$ cat src/rtl/prores_stage_sequencer_pkg.sv
// Shared types and default latencies for the ProRes per-slice stage sequencer.
// Holds the FSM state encoding and the latched window-boundary record.
package prores_seq_pkg;

    localparam int unsigned SEQ_CNT_W      = 32;
    localparam int unsigned SEQ_BLK_W      = 16;
    localparam int unsigned SEQ_DCT_LAT    = 10;
    localparam int unsigned SEQ_DC_LAT     = 44;
    localparam int unsigned SEQ_DC_EN_OFS  = 7;
    localparam int unsigned SEQ_AC_EN_OFS  = 6;
    localparam int unsigned SEQ_AC_PER_BLK = 63;
    localparam int unsigned SEQ_TAIL_OFS   = 8;

    localparam logic [1:0] ST_IDLE = 2'd0;
    localparam logic [1:0] ST_RUN  = 2'd1;
    localparam logic [1:0] ST_DONE = 2'd2;

    typedef enum logic [1:0] {
        SEQ_IDLE = 2'd0,
        SEQ_RUN  = 2'd1,
        SEQ_DONE = 2'd2
    } seq_state_e;

    typedef logic [SEQ_CNT_W-1:0] seq_cnt_t;

    // dc_base/ac_base double as the reset-release set points (T0+1, T1+1)
    typedef struct packed {
        seq_cnt_t dc_base;
        seq_cnt_t dc_rst_clr;
        seq_cnt_t dc_en_set;
        seq_cnt_t dc_en_clr;
        seq_cnt_t ac_base;
        seq_cnt_t ac_en_set;
        seq_cnt_t ac_en_clr;
        seq_cnt_t end_pt;
    } seq_bnd_t;

endpackage

$ cat src/rtl/prores_stage_sequencer_if.sv
// Slice-controller <-> sequencer bundle. The abort line exists only when
// PRORES_SEQ_ABORT_EN is defined.
interface prores_stage_sequencer_if #(
    parameter int unsigned CNT_W = 32,
    parameter int unsigned BLK_W = 16
);
    logic             start;
    logic [BLK_W-1:0] block_num;
`ifdef PRORES_SEQ_ABORT_EN
    logic             abort;
`endif
    logic             busy;
    logic             done;
    logic [CNT_W-1:0] sequence_counter;
    logic             dc_vlc_reset;
    logic             dc_vlc_output_enable;
    logic [CNT_W-1:0] dc_vlc_counter;
    logic             ac_vlc_reset;
    logic             ac_vlc_output_enable;
    logic             ac_vlc_output_flush;
    logic [CNT_W-1:0] ac_vlc_counter;

    modport master (
        output start, block_num,
`ifdef PRORES_SEQ_ABORT_EN
        output abort,
`endif
        input  busy, done, sequence_counter,
        input  dc_vlc_reset, dc_vlc_output_enable, dc_vlc_counter,
        input  ac_vlc_reset, ac_vlc_output_enable, ac_vlc_output_flush, ac_vlc_counter
    );

    modport slave (
        input  start, block_num,
`ifdef PRORES_SEQ_ABORT_EN
        input  abort,
`endif
        output busy, done, sequence_counter,
        output dc_vlc_reset, dc_vlc_output_enable, dc_vlc_counter,
        output ac_vlc_reset, ac_vlc_output_enable, ac_vlc_output_flush, ac_vlc_counter
    );
endinterface

$ cat src/rtl/prores_stage_sequencer_window.sv
// Registered set/clear window keyed on the sequence counter; clear beats set
// when both points land on the same edge.
module prores_seq_window #(
    parameter int unsigned CNT_W = 32
) (
    input  logic             clock,
    input  logic             reset_n,
    input  logic [CNT_W-1:0] seq,
    input  logic [CNT_W-1:0] set_pt,
    input  logic [CNT_W-1:0] clr_pt,
    input  logic             clear,
    output logic             level
);

    // Window level register
    always_ff @(posedge clock or negedge reset_n) begin
        if (!reset_n) begin
            level <= 1'b0;
        end else if (clear || (seq == clr_pt)) begin
            level <= 1'b0;
        end else if (seq == set_pt) begin
            level <= 1'b1;
        end else begin
            level <= level;
        end
    end

endmodule

$ cat src/rtl/prores_stage_sequencer.sv
// Per-slice timing sequencer for the DC/AC VLC back end.
// Optional abort input is enabled by defining PRORES_SEQ_ABORT_EN.
module prores_stage_sequencer
    import prores_seq_pkg::*;
#(
    parameter int unsigned CNT_W      = SEQ_CNT_W,
    parameter int unsigned BLK_W      = SEQ_BLK_W,
    parameter int unsigned DCT_LAT    = SEQ_DCT_LAT,
    parameter int unsigned DC_LAT     = SEQ_DC_LAT,
    parameter int unsigned DC_EN_OFS  = SEQ_DC_EN_OFS,
    parameter int unsigned AC_EN_OFS  = SEQ_AC_EN_OFS,
    parameter int unsigned AC_PER_BLK = SEQ_AC_PER_BLK,
    parameter int unsigned TAIL_OFS   = SEQ_TAIL_OFS
) (
    input logic                     clock,
    input logic                     reset_n,
    prores_stage_sequencer_if.slave bus
);

    localparam logic [CNT_W-1:0] CNT_ONE = CNT_W'(1'b1);

    logic [1:0]       state_r;
    logic             busy_r;
    logic             done_r;
    logic             flush_r;
    logic [CNT_W-1:0] seq_r;
    seq_bnd_t         bnd_r;
    seq_bnd_t         bnd_s;

    logic [CNT_W-1:0] n_s;
    logic [CNT_W-1:0] t0_s;
    logic [CNT_W-1:0] t1_s;
    logic [CNT_W-1:0] a_s;
    logic [CNT_W-1:0] e_s;
    logic             n_zero_s;
    logic             abort_s;
    logic             start_ok_s;
    logic             run_s;
    logic             win_clear_s;
    logic             flush_hit_s;
    logic             dc_rst_s;
    logic             dc_en_s;
    logic             ac_rst_s;
    logic             ac_en_s;

`ifdef PRORES_SEQ_ABORT_EN
    assign abort_s = bus.abort && (state_r == ST_RUN);
`else
    assign abort_s = 1'b0;
`endif

    assign n_s         = CNT_W'(bus.block_num);
    assign n_zero_s    = (bus.block_num == {BLK_W{1'b0}});
    // an abort request on the same cycle as start wins over the start
`ifdef PRORES_SEQ_ABORT_EN
    assign start_ok_s  = bus.start && !bus.abort;
`else
    assign start_ok_s  = bus.start;
`endif
    assign run_s       = (state_r == ST_RUN);
    assign win_clear_s = !run_s || abort_s;

    // Slice boundaries from the requested block count, modulo 2^CNT_W
    always_comb begin
        t0_s = CNT_W'(DCT_LAT) + n_s;
        t1_s = t0_s + CNT_W'(DC_LAT);
        a_s  = CNT_W'(AC_PER_BLK) * n_s;
        e_s  = t1_s + a_s + CNT_W'(TAIL_OFS);
        bnd_s            = {$bits(seq_bnd_t){1'b0}};
        bnd_s.dc_base    = SEQ_CNT_W'(t0_s + CNT_ONE);
        bnd_s.dc_rst_clr = SEQ_CNT_W'(t0_s + n_s + CNT_W'(4'd8));
        bnd_s.dc_en_set  = SEQ_CNT_W'(t0_s + CNT_W'(DC_EN_OFS));
        bnd_s.dc_en_clr  = SEQ_CNT_W'(t0_s + n_s + CNT_W'(DC_EN_OFS));
        bnd_s.ac_base    = SEQ_CNT_W'(t1_s + CNT_ONE);
        bnd_s.ac_en_set  = SEQ_CNT_W'(t1_s + CNT_W'(AC_EN_OFS));
        bnd_s.ac_en_clr  = SEQ_CNT_W'(t1_s + a_s + CNT_W'(AC_EN_OFS));
        bnd_s.end_pt     = SEQ_CNT_W'(e_s);
    end

    // Slice FSM: accept start, advance the sequence counter, pulse done
    always_ff @(posedge clock or negedge reset_n) begin
        if (!reset_n) begin
            state_r <= ST_IDLE;
            busy_r  <= 1'b0;
            done_r  <= 1'b0;
            seq_r   <= {CNT_W{1'b0}};
            bnd_r   <= {$bits(seq_bnd_t){1'b0}};
        end else begin
            case (state_r)
                ST_IDLE: begin
                    done_r <= 1'b0;
                    if (start_ok_s) begin
                        bnd_r  <= bnd_s;
                        busy_r <= 1'b1;
                        if (n_zero_s) begin
                            state_r <= ST_DONE;
                            done_r  <= 1'b1;
                        end else begin
                            state_r <= ST_RUN;
                            seq_r   <= {CNT_W{1'b0}};
                        end
                    end else begin
                        busy_r <= 1'b0;
                    end
                end
                ST_RUN: begin
                    seq_r <= seq_r + CNT_ONE;
                    if (abort_s || (seq_r == CNT_W'(bnd_r.end_pt))) begin
                        state_r <= ST_DONE;
                        done_r  <= 1'b1;
                    end else begin
                        state_r <= ST_RUN;
                    end
                end
                ST_DONE: begin
                    state_r <= ST_IDLE;
                    busy_r  <= 1'b0;
                    done_r  <= 1'b0;
                end
                default: begin
                    state_r <= ST_IDLE;
                    busy_r  <= 1'b0;
                    done_r  <= 1'b0;
                end
            endcase
        end
    end

    // flush rides the falling edge of the AC enable window, never on abort
    assign flush_hit_s = run_s && !abort_s && ac_en_s &&
                         (seq_r == CNT_W'(bnd_r.ac_en_clr));

    // One-cycle AC bit-packer flush
    always_ff @(posedge clock or negedge reset_n) begin
        if (!reset_n) begin
            flush_r <= 1'b0;
        end else begin
            flush_r <= flush_hit_s;
        end
    end

    prores_seq_window #(.CNT_W(CNT_W)) u_dc_rst (
        .clock(clock), .reset_n(reset_n), .seq(seq_r),
        .set_pt(CNT_W'(bnd_r.dc_base)), .clr_pt(CNT_W'(bnd_r.dc_rst_clr)),
        .clear(win_clear_s), .level(dc_rst_s)
    );

    prores_seq_window #(.CNT_W(CNT_W)) u_dc_en (
        .clock(clock), .reset_n(reset_n), .seq(seq_r),
        .set_pt(CNT_W'(bnd_r.dc_en_set)), .clr_pt(CNT_W'(bnd_r.dc_en_clr)),
        .clear(win_clear_s), .level(dc_en_s)
    );

    prores_seq_window #(.CNT_W(CNT_W)) u_ac_rst (
        .clock(clock), .reset_n(reset_n), .seq(seq_r),
        .set_pt(CNT_W'(bnd_r.ac_base)), .clr_pt(CNT_W'(bnd_r.end_pt)),
        .clear(win_clear_s), .level(ac_rst_s)
    );

    prores_seq_window #(.CNT_W(CNT_W)) u_ac_en (
        .clock(clock), .reset_n(reset_n), .seq(seq_r),
        .set_pt(CNT_W'(bnd_r.ac_en_set)), .clr_pt(CNT_W'(bnd_r.ac_en_clr)),
        .clear(win_clear_s), .level(ac_en_s)
    );

    assign bus.busy                 = busy_r;
    assign bus.done                 = done_r;
    assign bus.sequence_counter     = seq_r;
    assign bus.dc_vlc_reset         = dc_rst_s;
    assign bus.dc_vlc_output_enable = dc_en_s;
    assign bus.ac_vlc_reset         = ac_rst_s;
    assign bus.ac_vlc_output_enable = ac_en_s;
    assign bus.ac_vlc_output_flush  = flush_r;
    // bases reset to 0, so both counters read 0 while in reset
    assign bus.dc_vlc_counter       = seq_r - CNT_W'(bnd_r.dc_base);
    assign bus.ac_vlc_counter       = seq_r - CNT_W'(bnd_r.ac_base);

endmodule

$ cat src/flat_wrapper.sv
// flat-port wrapper written by rule: the top's interface ports become plain ports
module prores_stage_sequencer_flat import prores_seq_pkg::*;
#(
    parameter int unsigned CNT_W      = SEQ_CNT_W,
    parameter int unsigned BLK_W      = SEQ_BLK_W,
    parameter int unsigned DCT_LAT    = SEQ_DCT_LAT,
    parameter int unsigned DC_LAT     = SEQ_DC_LAT,
    parameter int unsigned DC_EN_OFS  = SEQ_DC_EN_OFS,
    parameter int unsigned AC_EN_OFS  = SEQ_AC_EN_OFS,
    parameter int unsigned AC_PER_BLK = SEQ_AC_PER_BLK,
    parameter int unsigned TAIL_OFS   = SEQ_TAIL_OFS
)
  (clock, reset_n, bus_start, bus_block_num, bus_busy, bus_done, bus_sequence_counter, bus_dc_vlc_reset, bus_dc_vlc_output_enable, bus_dc_vlc_counter, bus_ac_vlc_reset, bus_ac_vlc_output_enable, bus_ac_vlc_output_flush, bus_ac_vlc_counter);
  prores_stage_sequencer_if #(.CNT_W(CNT_W), .BLK_W(BLK_W)) bus_i ();
  input logic clock;
  input logic reset_n;
  input wire logic [$bits(bus_i.start)-1:0] bus_start;
  input wire logic [$bits(bus_i.block_num)-1:0] bus_block_num;
  output wire logic [$bits(bus_i.busy)-1:0] bus_busy;
  output wire logic [$bits(bus_i.done)-1:0] bus_done;
  output wire logic [$bits(bus_i.sequence_counter)-1:0] bus_sequence_counter;
  output wire logic [$bits(bus_i.dc_vlc_reset)-1:0] bus_dc_vlc_reset;
  output wire logic [$bits(bus_i.dc_vlc_output_enable)-1:0] bus_dc_vlc_output_enable;
  output wire logic [$bits(bus_i.dc_vlc_counter)-1:0] bus_dc_vlc_counter;
  output wire logic [$bits(bus_i.ac_vlc_reset)-1:0] bus_ac_vlc_reset;
  output wire logic [$bits(bus_i.ac_vlc_output_enable)-1:0] bus_ac_vlc_output_enable;
  output wire logic [$bits(bus_i.ac_vlc_output_flush)-1:0] bus_ac_vlc_output_flush;
  output wire logic [$bits(bus_i.ac_vlc_counter)-1:0] bus_ac_vlc_counter;
  assign bus_i.start = bus_start;
  assign bus_i.block_num = bus_block_num;
  assign bus_busy = bus_i.busy;
  assign bus_done = bus_i.done;
  assign bus_sequence_counter = bus_i.sequence_counter;
  assign bus_dc_vlc_reset = bus_i.dc_vlc_reset;
  assign bus_dc_vlc_output_enable = bus_i.dc_vlc_output_enable;
  assign bus_dc_vlc_counter = bus_i.dc_vlc_counter;
  assign bus_ac_vlc_reset = bus_i.ac_vlc_reset;
  assign bus_ac_vlc_output_enable = bus_i.ac_vlc_output_enable;
  assign bus_ac_vlc_output_flush = bus_i.ac_vlc_output_flush;
  assign bus_ac_vlc_counter = bus_i.ac_vlc_counter;
  prores_stage_sequencer #(.CNT_W(CNT_W), .BLK_W(BLK_W), .DCT_LAT(DCT_LAT), .DC_LAT(DC_LAT), .DC_EN_OFS(DC_EN_OFS), .AC_EN_OFS(AC_EN_OFS), .AC_PER_BLK(AC_PER_BLK), .TAIL_OFS(TAIL_OFS)) u_core (.clock(clock), .reset_n(reset_n), .bus(bus_i));
endmodule
$ cat config.mk
export PLATFORM = sky130hd
export DESIGN_NAME = prores_stage_sequencer_flat
export DESIGN_NICKNAME = d
export VERILOG_FILES = /design/src/rtl/prores_stage_sequencer_pkg.sv /design/src/rtl/prores_stage_sequencer_if.sv /design/src/rtl/prores_stage_sequencer_window.sv /design/src/rtl/prores_stage_sequencer.sv /design/src/flat_wrapper.sv
export SDC_FILE = /design/constraint.sdc
export NUM_CORES = 1
export LEC_CHECK = 0
export ABC_AREA = 1
export BUFFER_PORTS_ARGS = -buffer_cell sky130_fd_sc_hd__buf_2
export CELL_PAD_IN_SITES_DETAIL_PLACEMENT = 0
export CELL_PAD_IN_SITES_GLOBAL_PLACEMENT = 1
export CORE_MARGIN = 3
export CORE_UTILIZATION = 46
export CTS_CLUSTER_DIAMETER = 150
export DETAILED_ROUTE_END_ITERATION = 8
export PLACE_DENSITY_LB_ADDON = 0.05
export SKIP_LAST_GASP = 1
export SYNTH_ARGS = -nofsm -noshare
export SYNTH_HDL_FRONTEND = slang
export SYNTH_SLANG_ARGS = --single-unit
$ cat constraint.sdc
create_clock -name clock -period 3.07 [get_ports clock]
set_input_delay 0.307 -clock clock [delete_from_list [all_inputs] [get_ports clock]]
set_output_delay 0.307 -clock clock [all_outputs]
set_load 0.02 [all_outputs]
Word-level counts from Yosys, hierarchy flattened --
Index checks and enable logic that the tools add are counted.
Word-level totals: register bits 297, output and inout port bits 103
Cells by class: add/sub/neg operators 15, multipliers 1, equal/unequal tests 12, muxes and demuxes 21, reduce and logical (&&, ||, !) cells 16
Operators by type and width (number):
- 32-bit == test | 8
- 32-bit by 3-bit adder with 32-bit output (second input constant) | 4
- 32-bit by 1-bit adder with 32-bit output (second input constant) | 3
- 32-bit by 4-bit adder with 32-bit output (second input constant) | 2
- 32-bit two-way mux | 2
- 32-bit case mux with 2 select lines | 1
- 32-bit subtractor | 2
- 32-bit by 16-bit adder with 32-bit output | 1
- 32-bit adder | 1
- 32-bit by 6-bit adder with 32-bit output (second input constant) | 1
- 6-bit by 16-bit multiplier with 22-bit output (first input constant) | 1
- 4-bit by 16-bit adder with 17-bit output (first input constant) | 1
- 16-bit logical NOT | 1
- 1-bit two-way mux | 12
- 2-bit nonzero test | 5
- 2-bit two-way mux | 3
- 2-bit inequality test (second input constant) | 3
- 1-bit logical OR | 4
- 1-bit case mux with 2 select lines | 2
- 2-bit case mux with 2 select lines | 1
- 3-bit AND reduction | 1
- 2-bit by 1-bit == test with 1-bit output (second input constant) | 1
- 1-bit logical AND | 2
- 2-bit logical NOT | 1
- 2 further kinds | 2

Depth between registers and ports, before layout --
Gate-level depths: netlist of run 1.
depth after elaboration 4, mapped depth 34, depth with buffers taken out 33

By module --
A second synthesis of run 1 with hierarchy kept.
Second synthesis, totals: cells, all modules 3656, area, all modules 22774.3 sq um
Modules (own cells, without submodules):
- prores_stage_sequencer | times used 1, cells each 2656, area each 18305.1 sq um, seq. area each 4729.5 sq um
- prores_seq_window | times used 4, cells each 250, area each 1117.3 sq um, seq. area each 25.0 sq um

Worst setup path after synthesis of run 1 --
Ideal clock, no wire load.
kind input to register, from in bus_block_num[1], to reg u_core.bnd_r[53] in the netlist's numbering, library setup time 0.117 ns, arrival time 4.946 ns, data required time 2.953 ns, slack -1.994 ns, cell stages on the path 28, buffers on the path 1, path through buf_4 > inv_4 > fa_1 > fa_1 > fa_1 > inv_1 > ha_1 > a21oi_1 > nand2_1 > nand2_1 > nand2_1 > a31oi_1 > o21ai_0 > xor2_1 > ha_1 > nand2_1 > nor2_1 > nand2_1 > nor3b_1 > nor2_1 > nand2_1 > nand2_1 > nor2_2 > nand3_1 > nor2_1 > nand3_1 > nand3_1 > nand2_1
On the way: word-level cells in the longest chain between the ends 4, elaborated cells between the ends (all ways) 5, those cells by class add/sub: 4; mul: 1
RTL lines:
- start, declared | line flat_wrapper.sv:18 | input wire logic [$bits(bus_i.block_num)-1:0] bus_block_num;
- 4-bit by 16-bit adder with 17-bit output | line prores_stage_sequencer.sv:65 | t0_s = CNT_W'(DCT_LAT) + n_s;
- 32-bit by 6-bit adder with 32-bit output | line prores_stage_sequencer.sv:66 | t1_s = t0_s + CNT_W'(DC_LAT);
- 32-bit adder (*) | line prores_stage_sequencer.sv:76 | bnd_s.ac_en_clr = SEQ_CNT_W'(t1_s + a_s + CNT_W'(AC_EN_OFS));
- 32-bit by 3-bit adder with 32-bit output (*) | line prores_stage_sequencer.sv:76
- end signal, assigned | line prores_stage_sequencer.sv:87 | bnd_r <= {$bits(seq_bnd_t){1'b0}};
- end signal, assigned | line prores_stage_sequencer.sv:93 | bnd_r <= bnd_s;
- end, declared | line prores_stage_sequencer.sv:27 | seq_bnd_t bnd_r;
Mark *: on every way between the ends. The rest lies on a longest branch, timed or not. A chain may end at the register's enable or synchronous reset.

Final worst setup path of run 1 --
from in bus_block_num[6], to reg u_core.bnd_r[17] in the netlist's numbering
On the way: word-level cells in the longest chain between the ends 4, elaborated cells between the ends (all ways) 5, those cells by class add/sub: 4; mul: 1
RTL lines:
- 4-bit by 16-bit adder with 17-bit output | line prores_stage_sequencer.sv:65
- 32-bit by 6-bit adder with 32-bit output | line prores_stage_sequencer.sv:66
- 32-bit adder (*) | line prores_stage_sequencer.sv:68 | e_s = t1_s + a_s + CNT_W'(TAIL_OFS);
- 32-bit by 4-bit adder with 32-bit output (*) | line prores_stage_sequencer.sv:68
Marked as above.

==> results.md, run 1 <==
- Clock-pin slew on the worst setup and hold paths: approximately 0.07 ns
- Fill count: 3661
- Dominant cell type by area after synthesis: dfrtp_1
- Pwr Total: 38700 µW
- Largest cells by area after synthesis: dfrtp_1 24%, nand2_1 13%, ha_1 8.4%
- Dominant synthesized flop cell: dfrtp_1
- Violated checks: negative setup slack
- CP endpoint kind: flop
- Initial drt markers: 1780
- Die width: around 210 µm
- Fraction of registers with async set/reset: 1.00
- Max clock buf depth: 2
- H-tree levels: 4
- Synth Instances: just under 3000
- Post-synth top cells: 709 x nand2_1, 436 x inv_1, 292 x nor2_1, 193 x dfrtp_1, 161 x o21ai_0
- CTS Sinks: just under 200
- Compound-Gate Fraction of Synth Area: 0.115
- Core area: between 0.04 and 0.05 mm²
- Post-Syn Nets: about 3100
- Fmax: 217 MHz
- Die height: about 210 µm
- Post-Syn Area per Cell: 6.83 µm²
- Setup violators final: 66
- Max VDD drop: 0.00149 V
- P per Cell Area: approximately 1400 mW/mm²
- Outcome: complete, but fails checks
- Combinational family with the most area after synthesis: simple AND/OR/NAND/NOR gates
- Max-slew violations: 0
- Pleak: between 0.01 and 0.015 µW
- DR pass1 iterations: 6
- Kind of critical path: in2reg
- Total wire length: 79.7 mm
- Antenna Cells: 0
- Num ports: 122
- Max-Cap Viols: 0
- Final WS setup: -1.54 ns
- Mux cell area share after synthesis: 0
- Count of different cell masters after synthesis: 61
- Vias: 22300
- Critical path fanouts, max: 5
- Final HPWL DP: 62.4 mm
- TritonCTS clock tree: yes
- Residual DRC count: 0
- Post-synthesis adder-cell area fraction: 0.128
- Tightest Pin Transition: roughly 0.7 ns
- Initial antenna violation count: 1
- WL/cell: ~19 µm
- Slew HR: 0.544
- Gr usage total: 0.331
- Hold depth: 3
- Worst path required time: 3.39 ns
- FF+latch count, synth: 193
- Post-synth EDFFs: 0
- Clock root buffer: clkbuf_16
- Synthesized cell area: 0.0200 mm²
- Simple logic cell fraction of the synthesized area: 0.309
- Most frequent cell after synthesis: nand2_1
- Area grow syn2layout: 43.5%
- Fraction of layout cells with a size suffix above 1: 0.364
- RePlAce Congestion: 0.966
- Std cell rows: 75
- Remaining global-route overflow: 0
- Worst reg-to-reg path cell count: 15
- Hold Crit Class: in2reg
- Critical Path AT: 4.93 ns
- Tmin final: 4.61 ns
- Antenna-violating nets left: 0
- First-pass GRT wire length: about 120 mm
- Placed Cells: 4042
- Final std cells w/o fill: 4176
- Hold Fails Final Rpt: 0
- Vias/cell: 5.35
- Register area share after synthesis: 0.242
- Setup Skew: 0.0167 ns
- Clock latency at the later pin of the worst-skew pair: 0.46 ns
- Largest net degree at the start of global routing: 132
- Number of global-route vias before repair: about 22000
- Yosys warns: 0
- Initial core utilization: 0.471
- RSZ-0062 raised after global routing: yes
- # port buffers: approximately 120
- Nets: about 3800
- Full die area: approximately 0.046 mm²
- Synth top area share: 0.242
- Period Utilization, post-route: 1.50
- CTS Buf Count: 17
- XOR/XNOR share of the synthesized area: 0.103
- Critical Path Start Type: input pin
registers in the layout, indices dropped and copies added, names as in the netlist:
name and flops:
u_core.u_dc_en.level 1, u_core.u_dc_rst.level 1, u_core.bus.done 1, u_core.bus.sequence_counter 32, u_core.u_ac_en.level 1, u_core.bus.ac_vlc_output_flush 1
u_core.bnd_r 152, u_core.u_ac_rst.level 1, u_core.state_r 2, u_core.bus.busy 1
worst max-delay path: stages:
cell	delay, ns
buf_6	0.11
fa_1	0.59
inv_1	0.07
fa_1	0.46
fa_1	0.51
inv_2	0.05
ha_4	0.30
nand2_2	0.11
nor2_2	0.14
nand2_2	0.09
nand2_4	0.12
a21oi_4	0.08
xnor2_2	0.16
ha_4	0.31
nand2_4	0.07
nor2_4	0.12
inv_2	0.04
nor3_2	0.15
nand2_1	0.08
nand2_1	0.06
nand2_1	0.06
nand2_2	0.10
inv_2	0.06
a21oi_4	0.16
nand3_4	0.11
nor2_4	0.23
xor2_1	0.19
o21ai_1	0.08
final timing paths:
kind                                                             from                                           to  slack [ns]
hold / removal                                              bus_start                u_core.state_r[0]$_DFFE_PN0P_        0.17
max in group asynchronous                                     reset_n  u_core.bus.sequence_counter[11]$_DFFE_PN0P_        1.79
setup reg to reg           u_core.bus.sequence_counter[2]$_DFFE_PN0P_  u_core.bus.sequence_counter[13]$_DFFE_PN0P_        0.42
hold reg to reg                         u_core.bnd_r[236]$_DFFE_PN0P_                u_core.bnd_r[236]$_DFFE_PN0P_        0.50
setup / recovery                                     bus_block_num[6]                 u_core.bnd_r[17]$_DFFE_PN0P_       -1.54
min in group asynchronous                                     reset_n                u_core.bnd_r[139]$_DFFE_PN0P_        0.46
power breakdown:
| group | internal [µW] | leakage (µW) | switching (µW) |
|---|---|---|---|
| Clock | 1230 | 0.000288 | 1110 |
| Sequential | 3480 | 0.00242 | 777 |
| Combinational | 14300 | 0.0117 | 17900 |
layout make-up:
type / count / area (µm²) / share of cell area
clock buffer: 17 / 425 / 0.0148
clock inverter: 15 / 175 / 0.00611
inverter: 462 / 1770 / 0.0617
multi-input combinational: 2203 / 15400 / 0.538
sequential: 193 / 4840 / 0.169
tap: 577 / 722 / 0.0252
timing repair buffer: 709 / 5310 / 0.185
logic make-up after synthesis:
group / Yosys count
AND/OR/NAND/NOR: 1401
buffers and inverters: 531
AO/OA/AOI/OAI: 407
XOR/XNOR: 217
flip-flops: 193
adder cells (fa/ha/maj): 178
cells in the final DEF (no fill, tap or decap), drive strengths merged, types with 4 or more instances in the layout:
cell type  instances
xnor2             64
clkinv            10
nor2             328
a21boi             6
o2111ai            8
a21oi            105
clkbuf            19
o21a              11
nor3              57
clkinvlp           5
a221oi             5
xor2             153
buf              706
o21bai             7
dfrtp            193
nand3b             8
ha               134
o31ai              4
o22ai             25
a211oi             6
inv              460
nand2            744
a31oi             30
nand3            164
fa                44
nor4              24
or2                8
nand4             61
o21ai            187
timing repair:
item                                    CTS  global route
hold buffers                              1             0
endpoints found under the setup margin   99           109
pin swaps                               161           108
gates resized for setup                 315           255
setup buffers                            73            33
hold endpoints to repair                 74             0
per-stage QoR:
stage	cell area (µm²)	setup slack, ns	TNS [ns]	util	hold slack, ns
2_1_floorplan	20400	-1.59	-44.48	-	0.0114
3_3_place_gp	25100	-2.08	-91.26	0.592	0.393
3_5_place_dp	25100	-2.16	-95.86	0.592	0.403
4_1_cts	27400	-1.42	-44.37	0.646	0.148
5_1_grt	28700	-1.79	-63.21	0.676	0.192
6_report	28700	-1.54	-47.72	0.676	0.169
routing by layer:
layer,global-route usage,up-vias,part of all wire
met1,0.433,10500,0.41
met4,0.161,0,0.054
li1,-,10700,-
met2,0.546,889,0.47
met3,0.0401,218,0.065
met5,0,-,0
Power figures use the tool's default switching activity.
==> run 2, diff against run 1 <==
Settings changed: CORE_UTILIZATION 46 to 45, HOLD_SLACK_MARGIN set to 0.05, SYNTH_HIERARCHICAL set to 1.
==> results.md, run 2 <==
- Outcome: complete, but fails checks
- Violated checks: negative setup slack
- RePlAce Congestion: 0.945 (-2.2%)
- Worst reg-to-reg path cell count: 13 (-2)
- Max VDD drop: 0.00111 V (-25%)
- Max-Cap Viols: 0 (unchanged)
- Largest net degree at the start of global routing: 176 (+33%)
- Count of different cell masters after synthesis: 59 (-3.3%)
- GRT busiest layer: met2
- Synth Instances: 3656 (+25%)
- Dominant synthesized flop cell: dfrtp_1
- Period Utilization, post-route: 1.36 (-0.139)
- Std cell rows: 81 (+8.0%)
- CTS Sinks: 193 (unchanged)
- Area grow syn2layout: 41.1%
- Gr usage total: 0.325 (-0.00635)
- Reg-to-reg startpoint: u_core/bus.sequence_counter[2]$_DFFE_PN0P_
- Kind of critical path: in2reg
- Vias/cell: 5.08 (-5.0%)
- Post-synth EDFFs: 0 (unchanged)
- Setup Skew: 0.0169 ns (+0.000201 ns)
- Setup WS pre-CTS: -1.72 ns (+0.441 ns)
- Nets: 4633 (+22%)
- Critical Path AT: 4.53 ns (-0.40 ns)
- Antenna Cells: 0 (unchanged)
- Final std cells w/o fill: 5107 (+22%)
- Synth top area share: 0.212 (-0.0297)
- Commonest non-fill, non-tap cell in the layout: nand2_1
- Pleak: 0.0162 µW (+12%)
- Residual DRC count: 0 (unchanged)
- Slowest CP cell: fa_1
- Register area share after synthesis: 0.212 (-0.0297)
- Clock root buffer: clkbuf_16
- Placed Cells: 4970 (+23%)
- Fill count: 4553 (+24%)
- Reg power frac: 0.132 (+0.022)
- Worst hold endpoint: u_core/state_r[1]$_DFFE_PN0P_
- CP cell instances: buf_12, buf_6, fa_1, inv_2, fa_1, fa_1, fa_1, inv_2, ha_4, nand2_4, nor2_1, nand3_2, nand3_4, xor2_4, nand2_4, nor2_4, nand3_4, nor2_4, nand2_1, nand3_1, o21ai_1
- CP peak stage delay: 0.58 ns (about the same)
- Placed Area: 0.0283 mm² (+13%)
- Total wire length: 89.4 mm (+12%)
- Dominant cell type by area after synthesis: dfrtp_1
- CP endpoint kind: flop
- Critical Path Start Type: input pin
- Tmin final: 4.18 ns (-0.426 ns)
- Clock latency at the later pin of the worst-skew pair: 0.49 ns (+0.03 ns)
- Max-slew violations: 0 (unchanged)
- Num ports: 122 (unchanged)
- Worst Hold Slack: 0.136 ns (-0.0331 ns)
- Setup violators final: 46 (-30%)
- Slew HR: 0.438 (-0.105)
- Initial antenna violation count: 0 (-1)
- CTS Buf Count: 17 (unchanged)
- Most frequent cell after synthesis: nand2_1
- Max clock buf depth: 2 (unchanged)
- Synthesized cell area: 0.0228 mm² (+14%)
- Full die area: 0.0533 mm² (+16%)
- Yosys warns: 6 (+6)
- Clock-pin slew on the worst setup and hold paths: 0.08 ns (about the same)
- Sw Ratio: 0.511 (+0.000879)
- Critical path fanouts, max: 7 (+2)
- Setup_tns: -35.41 ns (+12.31 ns)
- Fmax: 239 MHz (+10%)
- First-pass GRT wire length: 135 mm (+12%)
- Reg2reg setup slack: 0.28 ns (-0.14 ns)
- Largest reg by FF count: u_core/bnd_r
- DR pass1 iterations: 7 (+1)
- FF+latch count, synth: 193 (unchanged)
- GRT met2 Usage: 0.527 (-0.0185)
- Worst path buffer plus inverter count: 4 (-1)
- Initial core utilization: 0.460 (-0.0105)
- Grt met1 use: 0.443 (+0.0101)
- Psw: 17300 µW (-12%)
- Core area: 0.0495 mm² (+17%)
- Initial drt markers: 2200 (+24%)
- Fraction of registers with async set/reset: 1.00 (unchanged)
- Logic pwr share: 0.798 (-0.032)
- # port buffers: 121 (unchanged)
- TritonCTS clock tree: yes
- Die width: 231 µm (+7.7%)
- Max reg flops: 152 (unchanged)
- Final HPWL DP: 69.3 mm (+11%)
- Worst path required time: 3.41 ns (+0.02 ns)
- Met3 usage: 0.0370 (-0.00308)
- Most frequent cells in the layout: 1076 x nand2_1, 538 x inv_1, 521 x buf_4
- RSZ-0062 raised after global routing: yes
- Largest cells by area after synthesis: dfrtp_1 21%, nand2_1 20%, inv_1 9.8%
- Remaining global-route overflow: 0 (unchanged)
- Die height: 231 µm (+7.7%)
- Register area: 0.00485 mm² (+0.18%)
- Design area: 0.0321 mm² (+12%)
- Tightest Pin Transition: 0.843 ns (+0.158 ns)
- Vias: 25900 (+16%)
- Post-synth top cells: 1185 x nand2_1, 596 x inv_1, 437 x nor2_1, 193 x dfrtp_1, 175 x nand3_1
- Hold depth: 3 (unchanged)
- Clock power share: 0.070 (+0.010)
- Hold path start: bus_start
- H-tree levels: 4 (unchanged)
- Most used cell, CP: fa_1
- Antenna-violating nets left: 0 (unchanged)
- Reg2reg end: u_core/bus.sequence_counter[25]$_DFFE_PN0P_
- Post-Syn Area per Cell: 6.23 µm² (-8.7%)
- Fraction of layout cells with a size suffix above 1: 0.282 (-0.0812)
- WL/cell: 17.5 µm (-8.3%)
- CP delay by family, top: adder cells
- Hold Fails Final Rpt: 0 (unchanged)
- Multi-input logic area: 0.0184 mm² (+19%)
- Number of global-route vias before repair: 24100 (+11%)
- Hold Crit Class: in2reg
- P per Cell Area: 1060 mW/mm² (-22%)
- P_int: 16600 µW (-13%)
- Final WS setup: -1.11 ns (+0.426 ns)
run 2: power groups by stage:
stage               combinational, µW  clock [µW]  sequential (µW)
detailed placement              20300           0             4500
global route                    29300        2510             4610
global placement                20100           0             4460
floorplan                       12800           0             4290
finish                          27100        2370             4500
CTS                             23700        2420             4480
run 2: worst reg2reg max path, delay by kind of cell, from the launching register on:
| family | cells | cell delay (ns) |
|---|---|---|
| simple gates | 9 | 1.44 |
| buf+inv | 3 | 0.63 |
| flops | 1 | 0.45 |
| compound gates | 1 | 0.19 |
run 2: cells by family (layout without fill, tap and decap cells):
group	Yosys count	count (layout)	synth area share
AOI/OAI and AO/OA	340	340	0.0829
xor gates and xnor gates	276	276	0.110
adders and majority gates	184	184	0.120
buffers and inverters	678	1314	0.114
DFF	193	193	0.212
other	1	152	0.000165
and+or+nand+nor	1984	1984	0.361
run 2: worst max-delay path by stage:
stage | from | endpoint | slack, ns | cells after the start
floorplan | bus_block_num[10] | u_core/bnd_r[53]$_DFFE_PN0P_ | -1.12 | 21
global placement | bus_block_num[3] | u_core/bnd_r[48]$_DFFE_PN0P_ | -1.70 | 23
global route | bus_block_num[5] | u_core/bnd_r[51]$_DFFE_PN0P_ | -1.29 | 26
detailed placement | bus_block_num[3] | u_core/bnd_r[48]$_DFFE_PN0P_ | -1.72 | 23
CTS | bus_block_num[5] | u_core/bnd_r[48]$_DFFE_PN0P_ | -1.0 | 22
finish | bus_block_num[4] | u_core/bnd_r[47]$_DFFE_PN0P_ | -1.11 | 21
run 2: area by class of cell:
class / count / share of cell area
multi-input combinational: 2936 / 0.573
timing repair buffer: 664 / 0.157
sequential: 193 / 0.151
inverter: 618 / 0.0738
tap: 664 / 0.0259
clock buffer: 19 / 0.0138
clock inverter: 13 / 0.00514
run 2: repair_timing:
action                                 CTS  global route
resized for setup                      320           275
endpoints found under the hold margin   63             0
hold buffers                             1             0
setup endpoints to repair               80           101
pin swaps                              132           108
setup buffers                           65            49
run 2: metrics by stage:
step / utilization / total power, µW
after floorplan: - / 17100
after global placement: 0.573 / 24500
after detailed placement: 0.573 / 24800
after CTS: 0.620 / 30600
after global routing: 0.650 / 36400
final: 0.650 / 33900
run 2: routing by layer:
layer | wire length (µm) | part of all wire | vias to the layer above
met4 | 3970 | 0.044 | 0
met3 | 5880 | 0.066 | 182
met1 | 39100 | 0.44 | 12200
li1 | - | - | 12600
met2 | 40400 | 0.45 | 940
met5 | 0 | 0 | -
